$ cat src/rtl/lfsr_check.sv
// lfsr_check -- receive-side checker for the 8-bit LFSR generator stream.
//
// Seeds an internal LFSR model (x^8+x^6+x^5+x^4+1, Fibonacci) from the first
// accepted nonzero sample. It then predicts every following sample and
// reports lock, mismatches, loss of sync and the measured sequence period.
// All outputs are registered. The response to a sample appears the cycle
// after the edge that accepted it.
//
// Ports:
//   clk_i        clock, rising edge
//   rst_i        synchronous active-high reset
//   start_i      level enable; low returns to IDLE
//   data_i[7:0]  received sample
//   valid_i      data_i valid this cycle
//   lock_o       LOCK_CNT consecutive matches seen
//   err_o        one-cycle pulse per mismatched/rejected sample
//   err_cnt_o    saturating mismatch count since start
//   wrap_o       one-cycle pulse when the seed value recurs
//   period_o     samples between seed and its recurrence (0 until first wrap)
//   lost_o       high while in LOST
//   err_sticky_o sticky error flag
//
// Build option: define LFSR_CHECK_STICKY_EN to build the sticky error
// register. Without it, err_sticky_o is tied to 0.

module lfsr_check #(
    parameter int LOCK_CNT  = 4,
    parameter int ERR_LIMIT = 3,
    parameter int CNT_W     = 16
) (
    input  logic             clk_i,
    input  logic             rst_i,
    input  logic             start_i,
    input  logic [7:0]       data_i,
    input  logic             valid_i,
    output logic             lock_o,
    output logic             err_o,
    output logic [CNT_W-1:0] err_cnt_o,
    output logic             wrap_o,
    output logic [CNT_W-1:0] period_o,
    output logic             lost_o,
    output logic             err_sticky_o
);

    typedef enum logic [1:0] {S_IDLE, S_SEED, S_TRACK, S_LOST} state_t;

    localparam logic [3:0] LOCK_N = 4'(LOCK_CNT);
    localparam logic [3:0] ERR_N  = 4'(ERR_LIMIT);

    function automatic logic [7:0] f_next(input logic [7:0] q);
        return {q[6:0], q[7] ^ q[5] ^ q[4] ^ q[3]};
    endfunction

    state_t           r_state, w_state;
    logic [7:0]       r_first, w_first;
    logic [7:0]       r_exp, w_exp;
    logic [CNT_W-1:0] r_sample_cnt, w_sample_cnt;
    logic [3:0]       r_match_cnt, w_match_cnt;
    logic [3:0]       r_mis_run, w_mis_run;
    logic             r_lock, w_lock;
    logic             r_err, w_err;
    logic [CNT_W-1:0] r_err_cnt, w_err_cnt;
    logic             r_wrap, w_wrap;
    logic [CNT_W-1:0] r_period, w_period;
    logic             r_lost, w_lost;
    logic             w_seed_entry;
    logic [CNT_W-1:0] w_sample_inc;
    logic [CNT_W-1:0] w_err_inc;

    assign w_sample_inc = (r_sample_cnt == '1) ? r_sample_cnt : r_sample_cnt + 1'b1;
    assign w_err_inc    = (r_err_cnt == '1) ? r_err_cnt : r_err_cnt + 1'b1;
    assign w_seed_entry = start_i && (r_state == S_IDLE);

    always_ff @(posedge clk_i) begin
        if (rst_i) begin
            r_state      <= S_IDLE;
            r_first      <= '0;
            r_exp        <= '0;
            r_sample_cnt <= '0;
            r_match_cnt  <= '0;
            r_mis_run    <= '0;
            r_lock       <= 1'b0;
            r_err        <= 1'b0;
            r_err_cnt    <= '0;
            r_wrap       <= 1'b0;
            r_period     <= '0;
            r_lost       <= 1'b0;
        end else begin
            r_state      <= w_state;
            r_first      <= w_first;
            r_exp        <= w_exp;
            r_sample_cnt <= w_sample_cnt;
            r_match_cnt  <= w_match_cnt;
            r_mis_run    <= w_mis_run;
            r_lock       <= w_lock;
            r_err        <= w_err;
            r_err_cnt    <= w_err_cnt;
            r_wrap       <= w_wrap;
            r_period     <= w_period;
            r_lost       <= w_lost;
        end
    end

    always_comb begin
        w_state      = r_state;
        w_first      = r_first;
        w_exp        = r_exp;
        w_sample_cnt = r_sample_cnt;
        w_match_cnt  = r_match_cnt;
        w_mis_run    = r_mis_run;
        w_lock       = r_lock;
        w_err        = 1'b0;
        w_err_cnt    = r_err_cnt;
        w_wrap       = 1'b0;
        w_period     = r_period;
        w_lost       = r_lost;

        if (!start_i) begin
            // Any sample on this edge is dropped; counters stay for readout.
            w_state = S_IDLE;
            w_lock  = 1'b0;
            w_lost  = 1'b0;
        end else begin
            case (r_state)
                S_IDLE: begin
                    w_state      = S_SEED;
                    w_err_cnt    = '0;
                    w_period     = '0;
                    w_sample_cnt = '0;
                    w_match_cnt  = '0;
                    w_mis_run    = '0;
                    w_lock       = 1'b0;
                    w_lost       = 1'b0;
                end
                S_SEED: begin
                    if (valid_i) begin
                        if (data_i == 8'h00) begin
                            // All-zero is the LFSR lockup state: reject it
                            // without counting it as a mismatch.
                            w_err = 1'b1;
                        end else begin
                            w_first      = data_i;
                            w_exp        = f_next(data_i);
                            w_sample_cnt = {{(CNT_W-1){1'b0}}, 1'b1};
                            w_match_cnt  = 4'd1;
                            w_mis_run    = '0;
                            w_state      = S_TRACK;
                        end
                    end
                end
                S_TRACK: begin
                    if (valid_i) begin
                        w_sample_cnt = w_sample_inc;
                        if (data_i == r_exp) begin
                            w_exp       = f_next(r_exp);
                            w_mis_run   = '0;
                            w_match_cnt = (r_match_cnt >= LOCK_N) ? LOCK_N : r_match_cnt + 4'd1;
                            if (w_match_cnt >= LOCK_N)
                                w_lock = 1'b1;
                            // Period is the old count: seed was sample 1.
                            if (data_i == r_first && r_sample_cnt > 1) begin
                                w_wrap       = 1'b1;
                                w_period     = r_sample_cnt;
                                w_sample_cnt = {{(CNT_W-1){1'b0}}, 1'b1};
                            end
                        end else begin
                            w_err       = 1'b1;
                            w_err_cnt   = w_err_inc;
                            w_lock      = 1'b0;
                            w_match_cnt = '0;
                            w_mis_run   = r_mis_run + 4'd1;
                            // Resync on the received value so a single bit
                            // error costs exactly one mismatch.
                            w_exp       = f_next(data_i);
                            if (w_mis_run >= ERR_N) begin
                                w_state = S_LOST;
                                w_lost  = 1'b1;
                            end
                        end
                    end
                end
                S_LOST: begin
                    w_lost = 1'b1;
                    w_lock = 1'b0;
                end
                default: w_state = S_IDLE;
            endcase
        end
    end

`ifdef LFSR_CHECK_STICKY_EN
    logic r_sticky;
    always_ff @(posedge clk_i) begin
        if (rst_i)
            r_sticky <= 1'b0;
        else if (w_seed_entry)
            r_sticky <= 1'b0;
        else if (w_err)
            r_sticky <= 1'b1;
    end
    assign err_sticky_o = r_sticky;
`else
    assign err_sticky_o = 1'b0;
`endif

    assign lock_o    = r_lock;
    assign err_o     = r_err;
    assign err_cnt_o = r_err_cnt;
    assign wrap_o    = r_wrap;
    assign period_o  = r_period;
    assign lost_o    = r_lost;

endmodule

$ cat config.mk
export PLATFORM = sky130hd
export DESIGN_NAME = lfsr_check
export DESIGN_NICKNAME = d
export VERILOG_FILES = /design/src/rtl/lfsr_check.sv
export SDC_FILE = /design/constraint.sdc
export NUM_CORES = 1
export LEC_CHECK = 0
export ABC_AREA = 1
export CAP_MARGIN = 20
export CORE_MARGIN = 4
export CORE_UTILIZATION = 60
export CTS_CLUSTER_DIAMETER = 150
export DETAILED_ROUTE_END_ITERATION = 10
export PLACE_DENSITY_LB_ADDON = 0.25
export SLEW_MARGIN = 20
export SYNTH_ARGS = -nofsm -noshare
export SYNTH_HDL_FRONTEND = slang
export SYNTH_SLANG_ARGS = --single-unit
$ cat constraint.sdc
create_clock -name clk_i -period 4.5 [get_ports clk_i]
set_input_delay 0.675 -clock clk_i [delete_from_list [all_inputs] [get_ports clk_i]]
set_output_delay 0.675 -clock clk_i [all_outputs]
set_load 0.01 [all_outputs]
[After elaboration in Yosys (flattened, before gate mapping)]
Index checks and enable logic that the tools add are counted.
Operators by class
  magnitude comparators: 4
  add/sub/neg operators: 4
  mux-type cells: 51
  bitwise operators: 11
  reduce and logical (&&, ||, !) cells: 19
  equal/unequal tests: 16
Operators by type and width (count)
  $mux 16: 12
  $pmux 16 s2: 2
  $pmux 16 s3: 1
  $mux 4: 9
  $add 16x1->16 const B: 2
  $eq 16x16->1 const B: 2
  $mux 8: 4
  $pmux 4 s3: 2
  $reduce_and 5->1: 4
  $eq 8x8->1: 2
  $gt 16x1->1 const B: 1
  $ne 2x2->1 const B: 8
  $pmux 8 s2: 1
  $mux 1: 11
  $mux 2: 5
  $add 4x1->4 const B: 2
  $ge 4x3->1 const B: 2
  $logic_not 8->1: 1
  $reduce_and 4->1: 2
  $pmux 2 s3: 1
  $reduce_and 6->1: 1
  $reduce_bool 2->1: 3
  $reduce_bool 3->1: 2
  $xor 1x1->1: 6
  12 further kinds: 19
Word-level totals
  input port bits: 12
  output and inout bits: 37
  word-level logic and storage cells: 117
  bits in registers: 78

[Longest topological paths before layout]
Gate-level depths: netlist (run 1).
  depth in word-level cells: 7
  gate-level depth with buffers: 14
  depth with buffers taken out: 12

[Worst setup path before layout (run 1)]
OpenSTA, ideal clock, no wires.
  kind: input -> register
  from: in data_i[5]
  to: reg r_err_cnt[2], in the netlist err_cnt_o[2]
  stages: 13
  path slack: 2613 ps
  arrival: 1755 ps
  path through: buf_2 inv_1 nand2_1 nand2_1 nor2_1 nand2_1 nor2_4 nand2_4 nand2_4 inv_4 buf_6 nand3_1 a21oi_1
Between the ends
  cells in the longest elaborated chain, start to end: 3
Ends and longest elaborated chain
  from (decl): RTL line 34  | input logic [7:0] data_i,
  $eq 8x8->1: RTL line 154  | if (data_i == r_exp) begin
  $ne 2x2->1 (no line)
  $reduce_and 5->1 (no line)
  to (signal assigned): RTL line 97  | r_err_cnt <= w_err_cnt;
  to (decl): RTL line 62  | logic [CNT_W-1:0] r_err_cnt, w_err_cnt;
No other way between the ends.
A chain may end at the register's enable or synchronous reset.

[Worst setup path after layout (run 1)]
  from: in data_i[7]
  to: reg r_sample_cnt[10]
Between the ends
  cells in the longest elaborated chain, start to end: 6
Ends and longest elaborated chain
  $eq 8x8->1: RTL line 161  | if (data_i == r_first && r_sample_cnt > 1) begin
  $logic_and 1x1->1: RTL line 161
  $mux 16: RTL line 161
  $mux 16: RTL line 154
  $mux 16: RTL line 152  | if (valid_i) begin
  $pmux 16 s3: RTL line 124  | case (r_state)
  to (signal assigned): RTL line 92  | r_sample_cnt <= w_sample_cnt;
  to (decl): RTL line 57  | logic [CNT_W-1:0] r_sample_cnt, w_sample_cnt;
Parallel ways exist; a longest one is shown, timed or not. The select of a mux whose other input is x is not followed.

==> flow_summary.yaml, run 1 <==
finish:
  multi_input_area_sq_mm: 0.00262
  fill_cells: 655
  diodes: 0
  final_common_cell: "nand2_1"
  final_nets: 786
  drive_above_1_share: 0.0508
  area_growth_syn_to_layout_pct: 13.4
  seqCellArea_sq_mm: 0.00156
  fin_util: 0.713
  mostFrequentLayoutCells: "nand2_1, nor2_1, dfxtp_1, inv_1, a21oi_1"
die:
  die_x_um: 96.1
  row_count: 31
  pin_count: 49
  die_y_um: 96.1
  initial_utilization: 0.629
  die_area_sq_mm: 0.00924
  coreArea_sq_mm: 0.00741
timing:
  fin_crit_sh: 0.631
  report.final.setup_viol: 0
  finalClockSkew_ns: 0.0101
  slew_headroom: 0.390
  drv_slew: 0
  period_needed_ns: 2.84
  finalHoldViolCount: 0
  max_freq_ghz: 0.352
  rsz0062_at_grt: "false"
  holdWs_ns: 0.462
  fin_setup_tns_ns: 0
  tightest_slew_ns: 0.915
synthesis:
  ys_types: 38
  yosys.area.top_type: "dfxtp_1"
  ys_ff_latch: 78
  syn_area_sq_mm: 0.00466
  synthesis.nets: 758
  avgSynthCellArea_sq_um: 6.34
  synth-seq-area-share: 0.335
  synth_area_leaders: "dfxtp_1, nand2_1, nor2_1"
  synth_top_area_frac: 0.335
  ys_warn_count: 0
  synth_cells: 734
pwr:
  ir_drop_uv: 176
  p_int_mw: 1.08
  sw_frac_of_total: 0.303
  p_seq_frac: 0.478
  power.leakage_nw: 2.12
  clock_power_share: 0.322
  p_per_area_mw_per_mm2: 294
  combPwrFrac: 0.201
  power_switching_mw: 0.472
critical_path:
  slowest_delay_ns: 0.60
  crit_slowest_cell: "clkdlybuf4s50_1"
  cp-end-kind: "register"
  critPathRequiredTime_ns: 4.77
  worstSetupStartpointType: "input port"
  critPathKind: "input port to register"
  reg2reg_depth: 11
  worstPathCellList: "clkdlybuf4s50_1 > nor2_1 > nand2_1 > nor2_1 > nand2_1 > nand3_2 > nor2_4 > nand4_1 > a21oi_1"
  cp_max_fo: 23
  critPathArrivalTime_ns: 3.11
min_path:
  hold_depth: 2
  min_path_type: "register to register"
place:
  dp_hpwl_um: 7850
  gp_congestion: 0.890
  port_buffers: 47
clocking:
  cts_root_buf: "clkbuf_8"
  cts.path.max_buffers: 2
  cts.sinks: 78
  numCtsBuffers: 9
  h-tree-depth: 3
  cts_tree: "built"
  hold_buffers: 0
  path_clk_slew_ns: 0.08
  post_cts_resize_count: 0
  cts_setup_buffers: 0
  insertion_delay_ns: 0.35
routing:
  first_iter_violations: 414
  postRouteAntennaNets: 0
  wirelength_um: 11200
  dr_total_vias: 4770
  remaining_drc_errors: 0
  dr.pass1.iters: 5
  via_per_inst: 5.51
  post_drt_wl_per_cell_um: 13.0
outcome:
  outcome: "complete, no violations"
global_route:
  grt_max_degree: 58
  grt_pass1_vias: 4248
  grt-ovfl-total: 0
  use_met3: 0.0399
  globalRouteTotalUtil: 0.254
  antenna_found_initial: 0
  gr-usage-met1: 0.355
  grt_pass1_wl_um: 19000
  grt-busiest-layer: "met2"
  use_met2: 0.403
flow_run:
  cap_violations: 0
[worst max-delay path: cells and delay by family]
kind	cells	cell delay, ns
AO/OA/AOI/OAI	1	0.17
AND/OR/NAND/NOR	7	1.67
buffers and inverters	1	0.60
[metal layers]
layer,up-vias,part of all wire,wire length (um)
li1,2392,-,-
met2,169,0.47,5240
met3,20,0.063,708
met5,-,0,0
met1,2189,0.46,5150
met4,0,0.013,145
[state kept, by name, summed over array words and instances, names as in the netlist]
signal	count
err_cnt_o	16
period_o	16
r_sample_cnt	16
r_exp	8
r_first	8
r_match_cnt	4
r_mis_run	4
r_state	2
err_o	1
lock_o	1
lost_o	1
wrap_o	1
[through the flow]
step	instance area, sq um	power (mW)	cells	worst slack (ns)
after global routing	5280	1.64	866	1.43
final	5280	1.55	866	1.66
after detailed placement	5100	1.07	850	1.33
after CTS	5280	1.56	866	1.68
after floorplan	4660	0.977	734	2.61
after global placement	5100	1.06	850	1.41
[cells in the mapped netlist]
cell type / n
nand3_2: 2
or2_2: 1
nor3_1: 7
and3_1: 1
a22oi_1: 1
dfxtp_1: 78
o2111ai_1: 1
clkbuf_1: 17
buf_6: 4
inv_2: 2
nor2_4: 2
buf_4: 2
nand4_1: 37
inv_4: 1
nor2_1: 94
nand3_4: 1
buf_1: 1
nor3_2: 1
o21ai_0: 23
conb_1: 1
ha_1: 12
nand3b_1: 2
nand2_1: 230
o21ai_2: 1
xnor2_1: 8
o21bai_1: 5
xor2_1: 11
clkinv_1: 1
nor3b_1: 1
nand2_4: 3
a21oi_1: 55
nor2_2: 4
a21oi_2: 1
nand3_1: 36
nand2_2: 1
buf_2: 9
o21ai_1: 1
inv_1: 76
[cells by family after synthesis]
group / after synthesis / synth area share
AO/OA/AOI/OAI: 88 / 0.100
AND/OR/NAND/NOR: 423 / 0.394
buffers and inverters: 113 / 0.102
adder cells (fa/ha/maj): 12 / 0.0322
flip-flops: 78 / 0.335
XOR/XNOR: 19 / 0.0357
other: 1 / 0.000805
[power by group through the flow]
stage | sequential [mW] | combinational (mW) | clock [mW]
6_report | 0.743 | 0.312 | 0.500
5_1_grt | 0.746 | 0.352 | 0.537
4_1_cts | 0.743 | 0.311 | 0.506
3_5_place_dp | 0.759 | 0.309 | 0
3_3_place_gp | 0.757 | 0.300 | 0
2_1_floorplan | 0.766 | 0.210 | 0
[final timing paths]
kind                                             startpoint                       endpoint  slack [ns]
worst min register to register  r_match_cnt[3]$_SDFFE_PP0P_    r_match_cnt[3]$_SDFFE_PP0P_        0.46
worst max-delay path                              data_i[7]  r_sample_cnt[10]$_SDFFE_PP0P_        1.66
worst min-delay path            r_match_cnt[3]$_SDFFE_PP0P_    r_match_cnt[3]$_SDFFE_PP0P_        0.46
worst max register to register      r_state[0]$_SDFFE_PP0P_       period_o[6]$_SDFFE_PP0P_        1.86
[cell type report]
cell class,count,area share
clock buffer,13,0.0320
clock inverter,3,0.00332
inverter,80,0.0573
multi-input combinational,543,0.496
sequential,78,0.296
tap,99,0.0234
timing repair buffer,50,0.0924
Power figures use the tool's default switching activity.
==> run 2: changes to the inputs <==
- CORE_UTILIZATION: 60 -> 52
- clock period: 4.5 -> 2.45 ns (I/O delays scaled with it)
==> flow_summary.yaml, run 2 (same netlist as run 1, synthesis figures left out) <==
global_route:
  grt_pass1_vias: 4273
  globalRouteTotalUtil: 0.219
  grt_pass1_wl_um: 19000
  grt_max_degree: 57
  antenna_found_initial: 0
  grt-ovfl-total: 0
finish:
  diodes: 0
  seqCellArea_sq_mm: 0.00156
  area_growth_syn_to_layout_pct: 15.6
  multi_input_area_sq_mm: 0.00262
  final_common_cell: "nand2_1"
  mostFrequentLayoutCells: "nand2_1, nor2_1, dfxtp_1, inv_1, a21oi_1"
  drive_above_1_share: 0.0631
  fill_cells: 803
  design_area_sq_mm: 0.00538
  final_nets: 795
clocking:
  hold_buffers: 0
  cts.sinks: 78
  post_cts_resize_count: 0
  h-tree-depth: 3
  cts.path.max_buffers: 2
  numCtsBuffers: 9
  cts_tree: "built"
  insertion_delay_ns: 0.35
  cts_root_buf: "clkbuf_8"
  cts_setup_buffers: 0
  path_clk_slew_ns: 0.08
outcome:
  outcome: "complete, no violations"
pwr:
  ir_drop_uv: 299
  p_per_area_mw_per_mm2: 544
  power.leakage_nw: 2.17
  power.total_mw: 2.93
die:
  row_count: 34
  die_x_um: 103
  die_area_sq_mm: 0.0105
  die_y_um: 103
  initial_utilization: 0.534
  coreArea_sq_mm: 0.00872
  pin_count: 49
place:
  dp_hpwl_um: 8080
  port_buffers: 47
  placed_area_sq_mm: 0.00519
  gp_congestion: 0.894
critical_path:
  r2r_setup_slack_ns: 0.37
  reg2reg_from: "r_state[0]$_SDFFE_PP0P_"
  r2r_end: "r_sample_cnt[5]$_SDFFE_PP0P_"
  critPathRequiredTime_ns: 2.73
  cp-end-kind: "register"
  critPathArrivalTime_ns: 2.35
  worstSetupStartpointType: "register"
  crit_end: "r_sample_cnt[5]$_SDFFE_PP0P_"
  critPathKind: "register to register"
  reg2reg_depth: 9
  critical_path.startpoint: "r_state[0]$_SDFFE_PP0P_"
  cp_max_fo: 16
routing:
  wirelength_um: 11300
  first_iter_violations: 316
  dr_total_vias: 4721
  wl_met2_um: 5350
  via_per_inst: 5.34
  post_drt_wl_per_cell_um: 12.8
  routed.top_layer: "met4"
  remaining_drc_errors: 0
  m1WireLength_um: 5090
  dr_wl_met3_um: 636
  dr.pass1.iters: 5
  postRouteAntennaNets: 0
timing:
  slew_headroom: 0.586
  drv_slew: 0
  period_needed_ns: 2.08
  finalClockSkew_ns: 0.00993
  rsz0062_at_grt: "false"
  finalHoldViolCount: 0
  tightest_slew_ns: 0.621
  fin_setup_tns_ns: 0
  max_freq_ghz: 0.482
  report.final.setup_viol: 0
  fin_crit_sh: 0.847
  holdWs_ns: 0.468
flow_run:
  cap_violations: 0
min_path:
  min_path_type: "register to register"
-- run 2: changes by cell type in the layout (fill, tap and decap cells not counted) --
| cell | delta |
|---|---|
| clkinvlp_4 | +1 |
| inv_6 | +1 |
| clkbuf_1 | -1 |
| buf_4 | +8 |
| bufinv_16 | +1 |
| clkinv_4 | +1 |
| buf_12 | +1 |
| clkbuf_8 | -3 |
-- run 2: cell type report --
| type | instances | share of cell area |
|---|---|---|
| Clock buffer | 9 | 0.0230 |
| Clock inverter | 7 | 0.0135 |
| Inverter | 80 | 0.0562 |
| Multi-Input combinational cell | 543 | 0.487 |
| Sequential cell | 78 | 0.290 |
| Tap cell | 108 | 0.0251 |
| Timing Repair Buffer | 59 | 0.106 |
-- run 2: worst min-delay path by stage --
stage                                 from                           to  slack, ns  cells past startpoint
6_report       r_match_cnt[3]$_SDFFE_PP0P_  r_match_cnt[3]$_SDFFE_PP0P_       0.47                      2
5_1_grt        r_match_cnt[3]$_SDFFE_PP0P_  r_match_cnt[3]$_SDFFE_PP0P_       0.50                      2
4_1_cts        r_match_cnt[3]$_SDFFE_PP0P_  r_match_cnt[3]$_SDFFE_PP0P_       0.46                      2
3_5_place_dp   r_match_cnt[3]$_SDFFE_PP0P_  r_match_cnt[3]$_SDFFE_PP0P_       0.45                      2
3_3_place_gp   r_match_cnt[3]$_SDFFE_PP0P_  r_match_cnt[3]$_SDFFE_PP0P_       0.44                      2
2_1_floorplan  r_match_cnt[3]$_SDFFE_PP0P_  r_match_cnt[3]$_SDFFE_PP0P_       0.44                      2
-- run 2: report_power, final --
| part | switching (mW) | internal (mW) |
|---|---|---|
| logic | 0.362 | 0.230 |
| clock network | 0.503 | 0.472 |
| registers | 0.0366 | 1.33 |
-- run 2: worst max-delay path, cell delays in order (launching register included) --
cell     delay (ns)
dfxtp_1        0.39
inv_1          0.09
ha_1           0.27
nor2_2         0.20
nor2_1         0.06
nor2_1         0.14
nand3_2        0.16
nor2_4         0.37
nand4_1        0.17
a21oi_1        0.14
-- run 2: metal layers --
layer / vias up / GRT usage
li1: 2404 / -
met1: 2143 / 0.286
met2: 150 / 0.368
met3: 24 / 0.0298
met4: 0 / 0.0797
met5: - / 0
-- run 2: through the flow --
step,instances,setup slack (ns),util
global placement,868,0.168,0.595
floorplan,734,0.641,-
global route,884,0.169,0.617
detailed placement,868,0.0946,0.595
finish,884,0.374,0.617
CTS,884,0.377,0.617
==> run 3: changes to the inputs <==
- CORE_UTILIZATION: 52 -> 57
- clock period: 2.45 -> 2.2 ns (I/O delays scaled with it)
==> flow_summary.yaml, run 3 (same netlist as run 1, synthesis figures left out) <==
die:
  pin_count: 49
  initial_utilization: 0.593
  row_count: 32
  coreArea_sq_mm: 0.00785
  die_area_sq_mm: 0.00968
  die_y_um: 98.4
  die_x_um: 98.4
global_route:
  grt_pass1_wl_um: 19700
  grt_max_degree: 57
  antenna_found_initial: 0
  grt_pass1_vias: 4479
  grt-ovfl-total: 0
  globalRouteTotalUtil: 0.238
timing:
  slew_headroom: 0.586
  finalClockSkew_ns: 0.00996
  period_needed_ns: 2.02
  tightest_slew_ns: 0.622
  drv_slew: 0
  finalHoldViolCount: 0
  holdWs_ns: 0.453
  max_freq_ghz: 0.494
  report.final.setup_viol: 0
  fin_setup_tns_ns: 0
  fin_crit_sh: 0.920
place:
  placed_cells: 875
  port_buffers: 47
  dp_hpwl_um: 8100
  gp_congestion: 0.936
  placed_area_sq_mm: 0.00532
routing:
  post_drt_wl_per_cell_um: 12.9
  postRouteAntennaNets: 0
  dr.pass1.iters: 5
  via_per_inst: 5.44
  first_iter_violations: 453
  wirelength_um: 11500
  dr_total_vias: 4857
  remaining_drc_errors: 0
finish:
  fill_cells: 690
  area_growth_syn_to_layout_pct: 19.6
  mostFrequentLayoutCells: "nand2_1, nor2_1, dfxtp_1, inv_1, a21oi_1"
  diodes: 0
  final_nets: 810
  instances_no_fill: 893
  drive_above_1_share: 0.0847
  final_common_cell: "nand2_1"
  design_area_sq_mm: 0.00557
min_path:
  min_path_type: "register to register"
  hold_start: "r_match_cnt[3]$_SDFFE_PP0P_"
flow_run:
  cap_violations: 0
clocking:
  cts.path.max_buffers: 2
  cts_root_buf: "clkbuf_8"
  path_clk_slew_ns: 0.08
  cts_tree: "built"
  cts.sinks: 78
  h-tree-depth: 3
  insertion_delay_ns: 0.35
  hold_buffers: 0
  numCtsBuffers: 9
critical_path:
  r2r_setup_slack_ns: 0.18
  r2r_end: "r_sample_cnt[0]$_SDFFE_PP0P_"
  critPathRequiredTime_ns: 2.48
  reg2reg_depth: 10
  critical_path.startpoint: "r_state[0]$_SDFFE_PP0P_"
  critPathArrivalTime_ns: 2.30
  worstSetupStartpointType: "register"
  critPathKind: "register to register"
  crit_end: "r_sample_cnt[0]$_SDFFE_PP0P_"
  cp_max_fo: 7
  cp-end-kind: "register"
  reg2reg_from: "r_state[0]$_SDFFE_PP0P_"
outcome:
  outcome: "complete, no violations"
pwr:
  p_per_area_mw_per_mm2: 624
  ir_drop_uv: 460
  power.leakage_nw: 2.27
[run 3: worst min-delay path by stage]
| stage | endpoint | slack [ns] | depth (start not counted) |
|---|---|---|---|
| final | r_match_cnt[3]$_SDFFE_PP0P_ | 0.45 | 2 |
| after detailed placement | r_match_cnt[3]$_SDFFE_PP0P_ | 0.44 | 2 |
| after global routing | r_match_cnt[3]$_SDFFE_PP0P_ | 0.48 | 2 |
| after global placement | r_match_cnt[3]$_SDFFE_PP0P_ | 0.44 | 2 |
| after CTS | r_match_cnt[3]$_SDFFE_PP0P_ | 0.46 | 2 |
| after floorplan | r_match_cnt[3]$_SDFFE_PP0P_ | 0.44 | 2 |
[run 3: final cells by class]
cell class	instances	area (sq um)	share of cell area
multi-input cells	543	2630	0.471
flip-flops and latches	78	1560	0.280
repair buffers	74	718	0.129
inverters	80	307	0.0550
clock buffers	11	151	0.0272
well taps	102	128	0.0229
clock inverters	5	81.3	0.0146
[run 3: repair_timing]
| item | 4_1_cts | 5_1_grt |
|---|---|---|
| buffers inserted | 0 | 2 |
| gates resized for setup | 0 | 3 |
| setup endpoints to repair | 0 | 11 |
[run 3: power breakdown]
| part | total (mW) | internal (mW) | leakage [nW] | switching [mW] |
|---|---|---|---|---|
| Sequential | 1.52 | 1.48 | 0.633 | 0.0431 |
| Clock | 1.25 | 0.701 | 0.116 | 0.550 |
| Combinational | 0.702 | 0.291 | 1.52 | 0.411 |
| Total | 3.47 | 2.47 | 2.27 | 1.00 |
[run 3: layer usage]
layer	GRT usage	up-vias	routed length, um
li1	-	2431	-
met1	0.313	2227	5190
met2	0.399	175	5300
met3	0.0364	24	796
met4	0.0819	0	202
met5	0	-	0
[run 3: worst max-delay path, stage by stage (launching register included)]
cell     delay, ns
dfxtp_1       0.41
inv_1         0.10
ha_2          0.25
nor2_2        0.17
nor2_1        0.07
nor2_1        0.17
nand3_2       0.20
buf_4         0.22
nor3_1        0.16
nand2_1       0.08
a21oi_1       0.13
[run 3: through the flow]
step	total power [mW]	setup WS, ns	utilization
after CTS	3.48	0.114	0.707
final	3.47	0.175	0.710
after global routing	3.64	-0.000705	0.710
after floorplan	2.00	0.391	-
after detailed placement	2.25	-0.0350	0.677
after global placement	2.22	0.0483	0.677
